**src/rtl/regfile_pkg.sv**
```systemverilog
// Shared definitions for the 2-read/1-write register file: byte size and the
// byte-masked merge used by both the storage write path and the read bypass.
package regfile_pkg;

    localparam int REGFILE_BYTE = 8;

    typedef logic [REGFILE_BYTE-1:0] byte_t;

    function automatic byte_t byte_merge(input byte_t old_byte,
                                         input byte_t new_byte,
                                         input logic  mask);
        return mask ? new_byte : old_byte;
    endfunction

endpackage

```
**src/rtl/regfile_read_port.sv**
```systemverilog
// One registered read port: write-first bypass with byte merge, optional
// zero-register override (REGFILE_ZERO_REG_EN), and the output flop.
module regfile_read_port
    import regfile_pkg::*;
#(
    parameter int WIDTH = 32,
    parameter int AW    = 5
) (
    input  logic                      clk,
    input  logic                      reset,
    input  logic                      rd_en,
    input  logic [AW-1:0]             rd_addr,
    input  logic [WIDTH-1:0]          mem_word,
    input  logic                      wr,
    input  logic [AW-1:0]             wr_addr,
    input  logic [WIDTH/REGFILE_BYTE-1:0] byte_en,
    input  logic [WIDTH-1:0]          data_in,
    output logic [WIDTH-1:0]          data_out
);

    localparam int NB = WIDTH / REGFILE_BYTE;

    typedef logic [AW-1:0] addr_t;

    addr_t            rd_addr_q;
    logic [WIDTH-1:0] next_word;

    assign rd_addr_q = rd_addr;

    // A same-cycle write to the read address is merged in so the port sees
    // the word as it will be after this edge.
    always_comb begin
        next_word = mem_word;
        if (wr && (wr_addr == rd_addr_q)) begin
            for (int b = 0; b < NB; b++) begin
                next_word[b*REGFILE_BYTE +: REGFILE_BYTE] =
                    byte_merge(mem_word[b*REGFILE_BYTE +: REGFILE_BYTE],
                               data_in[b*REGFILE_BYTE +: REGFILE_BYTE],
                               byte_en[b]);
            end
        end
`ifdef REGFILE_ZERO_REG_EN
        if (rd_addr_q == '0) begin
            next_word = '0;
        end
`endif
    end

    always_ff @(posedge clk) begin
        if (reset) begin
            data_out <= '0;
        end else if (rd_en) begin
            data_out <= next_word;
        end
    end

endmodule

```
**src/rtl/register_file_2r1w.sv**
```systemverilog
// DEPTH x WIDTH register file, one byte-enabled write port and two registered
// read ports. Define REGFILE_ZERO_REG_EN to hardwire register 0 to zero.
module register_file_2r1w
    import regfile_pkg::*;
#(
    parameter  int WIDTH = 32,
    parameter  int DEPTH = 32,
    localparam int AW    = $clog2(DEPTH)
) (
    input  logic                          Clk,
    input  logic                          Reset,
    input  logic                          Wr,
    input  logic [AW-1:0]                 Wr_addr,
    input  logic [WIDTH/REGFILE_BYTE-1:0] Byte_en,
    input  logic [WIDTH-1:0]              Data_in,
    input  logic                          Rd_en_a,
    input  logic [AW-1:0]                 Rd_addr_a,
    output logic [WIDTH-1:0]              Data_out_a,
    input  logic                          Rd_en_b,
    input  logic [AW-1:0]                 Rd_addr_b,
    output logic [WIDTH-1:0]              Data_out_b
);

    localparam int NB = WIDTH / REGFILE_BYTE;

    // No handshake: every port accepts a request on every edge, there is no
    // valid/ready pair and nothing ever stalls.

`ifdef REGFILE_ZERO_REG_EN
    localparam int LO = 1;
`else
    localparam int LO = 0;
`endif

    logic [WIDTH-1:0] store [DEPTH-1:LO];
    logic             wr_ok;
    logic [WIDTH-1:0] word_a;
    logic [WIDTH-1:0] word_b;

`ifdef REGFILE_ZERO_REG_EN
    assign wr_ok  = Wr && (Wr_addr != '0);
    assign word_a = (Rd_addr_a == '0) ? '0 : store[Rd_addr_a];
    assign word_b = (Rd_addr_b == '0) ? '0 : store[Rd_addr_b];
`else
    assign wr_ok  = Wr;
    assign word_a = store[Rd_addr_a];
    assign word_b = store[Rd_addr_b];
`endif

    always_ff @(posedge Clk) begin
        if (Reset) begin
            for (int i = LO; i < DEPTH; i++) begin
                store[i] <= '0;
            end
        end else if (wr_ok) begin
            for (int b = 0; b < NB; b++) begin
                store[Wr_addr][b*REGFILE_BYTE +: REGFILE_BYTE] <=
                    byte_merge(store[Wr_addr][b*REGFILE_BYTE +: REGFILE_BYTE],
                               Data_in[b*REGFILE_BYTE +: REGFILE_BYTE],
                               Byte_en[b]);
            end
        end
    end

    regfile_read_port #(.WIDTH(WIDTH), .AW(AW)) u_port_a (
        .clk      (Clk),
        .reset    (Reset),
        .rd_en    (Rd_en_a),
        .rd_addr  (Rd_addr_a),
        .mem_word (word_a),
        .wr       (Wr),
        .wr_addr  (Wr_addr),
        .byte_en  (Byte_en),
        .data_in  (Data_in),
        .data_out (Data_out_a)
    );

    regfile_read_port #(.WIDTH(WIDTH), .AW(AW)) u_port_b (
        .clk      (Clk),
        .reset    (Reset),
        .rd_en    (Rd_en_b),
        .rd_addr  (Rd_addr_b),
        .mem_word (word_b),
        .wr       (Wr),
        .wr_addr  (Wr_addr),
        .byte_en  (Byte_en),
        .data_in  (Data_in),
        .data_out (Data_out_b)
    );

endmodule

```
**config.mk**
```make
export PLATFORM = sky130hd
export DESIGN_NAME = register_file_2r1w
export DESIGN_NICKNAME = d
export VERILOG_FILES = /design/src/rtl/regfile_pkg.sv /design/src/rtl/regfile_read_port.sv /design/src/rtl/register_file_2r1w.sv
export SDC_FILE = /design/constraint.sdc
export NUM_CORES = 2
export LEC_CHECK = 0
export ABC_AREA = 0
export CAP_MARGIN = 15
export CORE_ASPECT_RATIO = 2
export CORE_MARGIN = 2
export CORE_UTILIZATION = 35
export DETAILED_ROUTE_END_ITERATION = 16
export PLACE_DENSITY = 0.57
export SLEW_MARGIN = 20
export SYNTH_ARGS = -nofsm -noshare
export SYNTH_HDL_FRONTEND = slang
export SYNTH_SLANG_ARGS = --single-unit
```
**constraint.sdc**
```tcl
create_clock -name Clk -period 4.9 [get_ports Clk]
set_input_delay 0.49 -clock Clk [delete_from_list [all_inputs] [get_ports Clk]]
set_output_delay 0.49 -clock Clk [all_outputs]
set_load 0.02 [all_outputs]
```
==> impl_metrics.toml <==
[global_route]
grt_overflow = 0
grt_first_pass_wirelength_microns = 295000
grt_pass1_vias = 36300
antenna_found_initial = 15
grt_max_degree = 89
grt_use_total_pct = 25.5

[floorplanning]
rows = 210
die_h_microns = 577
die_x_microns = 290
coreArea_sq_mm = 0.163
start_util_pct = 35.2
die_area_sq_mm = 0.168
ios = 120

[clock_tree]
clk_pin_slew_worst_paths_ns = 0.07
cts_tree = "done"
clockBufferDepth = 3
root_buffer = "clkbuf_16"
clkSinkCount = 1088
cts.htree.levels = 3
cts_hold_buffers = 0
numCtsBuffers = 95
post_cts_resized = 0
post_cts_buffers = 0
clkLatencyLatePin_ns = 0.73

[logic_synthesis]
ys.flop_type = "edfxtp_1"
synth_top_area_cell = "edfxtp_1"
synth.net_count = 3864
yosysSeqAreaShare_pct = 55.8
synth-seq-cells = 1088
yosys_warnings = 0
ys_types = 45
synth.top_cell.area_share_pct = 53.5
synth-edff-count = 1024
syn_avg_cell_area_sq_um = 15.1
synthTopCellsByArea = "edfxtp_1, mux4_2, and2_1, dfxtp_1, nor2_1"
syn_area_sq_mm = 0.0574
async_flop_share_pct = 0
synth_cells = 3808

[drt]
drtIter0Drc = 3822
viasPerCell = 5.96
drc = 0
dr_total_vias = 35800
wl_microns = 215000
wire_per_inst_microns = 35.7
drt-pass1-iter-count = 6
ant_nets = 0

[timing]
max-slew-margin-rel_pct = 17.9
fin_setup_tns_ns = 0
finClkSkew_ns = 0.0251
fin_crit_sh_pct = 68.8
finalHoldViolCount = 0
rsz0062_at_grt = "no"
setup_viol_count_final = 0
drv_slew = 0
tightest_slew_ns = 1.23
period_minus_slack_ns = 3.37
clock.fmax_mhz = 296

[critical_path]
crit_arrival_ns = 3.78
cp-start-kind = "input pin"
cp.required_ns = 5.31
worstSetupEndpointType = "flop"
crit_type = "input pin to flop"
cp_max_fo = 21
ff2ff_setup_slack_ns = 2.56

[worst_hold_path]
hp-class = "input pin to flop"

[power_and_ir_drop]
p_per_area_mw_per_mm2 = 341
ir_drop_v = 0.000235
total_power_uw = 21700
power.leakage_uw = 0.0212

[placement]
place.gp.congestion = 0.946
dp.final_hpwl_microns = 154000
portBuffers = 119

[cells_and_area]
drive_gt1_share_pct = 24.8
syn2layout_area_growth_pct = 11.1
finish.net_count = 3868

[run_status]
outcome = "complete, no violations"

[run]
maxCapViolations = 0
==> state kept, by name, indices dropped and copies added, names as in the netlist <==
| register | flops |
|---|---|
| store | 1024 |
| u_port_a.data_out | 32 |
| u_port_b.data_out | 32 |
==> path summary, 6_finish.rpt <==
| path | cells past startpoint | from | end |
|---|---|---|---|
| worst max-delay path | 7 | Wr | store[31][7]$_SDFFCE_PN0P_ |
| worst min-delay path | 3 | Rd_en_b | u_port_b.data_out[30]$_SDFFE_PP0P_ |
| worst max register to register | 4 | store[29][31]$_SDFFCE_PN0P_ | u_port_a.data_out[31]$_SDFFE_PP0P_ |
| worst min register to register | 4 | u_port_a.data_out[24]$_SDFFE_PP0P_ | u_port_a.data_out[24]$_SDFFE_PP0P_ |
==> power by group <==
group	switching, uW	total [uW]	leakage [uW]	internal (uW)
Clock	3670	7880	0.00151	4210
Combinational	1630	2780	0.00942	1150
Sequential	430	11100	0.0103	10700
Total	5730	21700	0.0212	16000
==> synthesized netlist by cell type, types with 8 or more instances <==
cell and n:
a22o_1 14, a311oi_1 8, buf_4 27, nand3_1 10
nor2_1 253, nor2b_1 16, clkbuf_1 201, mux2i_1 32
a22oi_1 104, a221oi_1 14, a21oi_1 28, dfxtp_1 64
mux4_2 549, edfxtp_1 1024, buf_2 35, and2_1 1025
nand2_1 54, a31oi_1 44, a21o_1 8, or2_2 128
buf_6 18, o221ai_1 56, buf_1 27
==> cell families after synthesis <==
kind of cell | count (synthesis) | share of synthesized area [%]
compound gates | 290 | 3.74
xor+xnor | 10 | 0.153
buf+inv | 318 | 2.65
flops | 1088 | 55.8
mux | 590 | 22.5
simple gates | 1512 | 15.2
==> layout make-up <==
type,count,area (sq um)
diodes,6,15.0
clock buffers,108,2450
clock inverters,64,697
fillers,14900,99300
inverters,6,22.5
multi-input cells,2402,23900
flip-flops and latches,1088,32000
well taps,2120,2650
repair buffers,219,2020
==> layout by cell type (no fill, tap or decap), types with 14 or more instances in the layout <==
cell,n
and2_1,1025
edfxtp_1,1024
mux4_2,549
nor2_1,247
or2_2,128
a22oi_1,104
clkdlybuf4s50_1,98
clkbuf_16,96
buf_4,91
dfxtp_1,64
o221ai_1,56
nand2_1,50
a31oi_1,44
mux2i_1,32
a21oi_1,28
a22o_1,14
a221oi_1,14
clkinv_1,14
buf_2,14
==> metrics by stage <==
stage                     instances  setup WS [ns]  area [sq um]  utilization (%)  hold slack, ns
after floorplan                3808           2.59         57400                -           0.638
after global placement         5834          0.832         60600             37.2           0.574
after detailed placement       5835          0.814         60700             37.2           0.570
after CTS                      6007           1.56         63800             39.1           0.160
after global routing           6010           1.53         63800             39.1           0.210
final                          6013           1.53         63800             39.1           0.202
==> critical path, stage by stage <==
cell and delay, ns:
clkdlybuf4s50_1 0.51, nor2b_1 0.16, buf_4 0.23, nand2_2 0.58
buf_4 0.49, nor2_1 0.88, or2_2 0.39
==> routing by layer <==
layer | up-vias | part of all wire (%) | global-route usage (%)
li1 | 14700 | - | -
met3 | 586 | 6.5 | 3.95
met1 | 18700 | 31 | 25.5
met5 | - | 0.052 | 0
met4 | 18 | 9.4 | 19.6
met2 | 1862 | 53 | 47.1
Power figures use the tool's default switching activity.
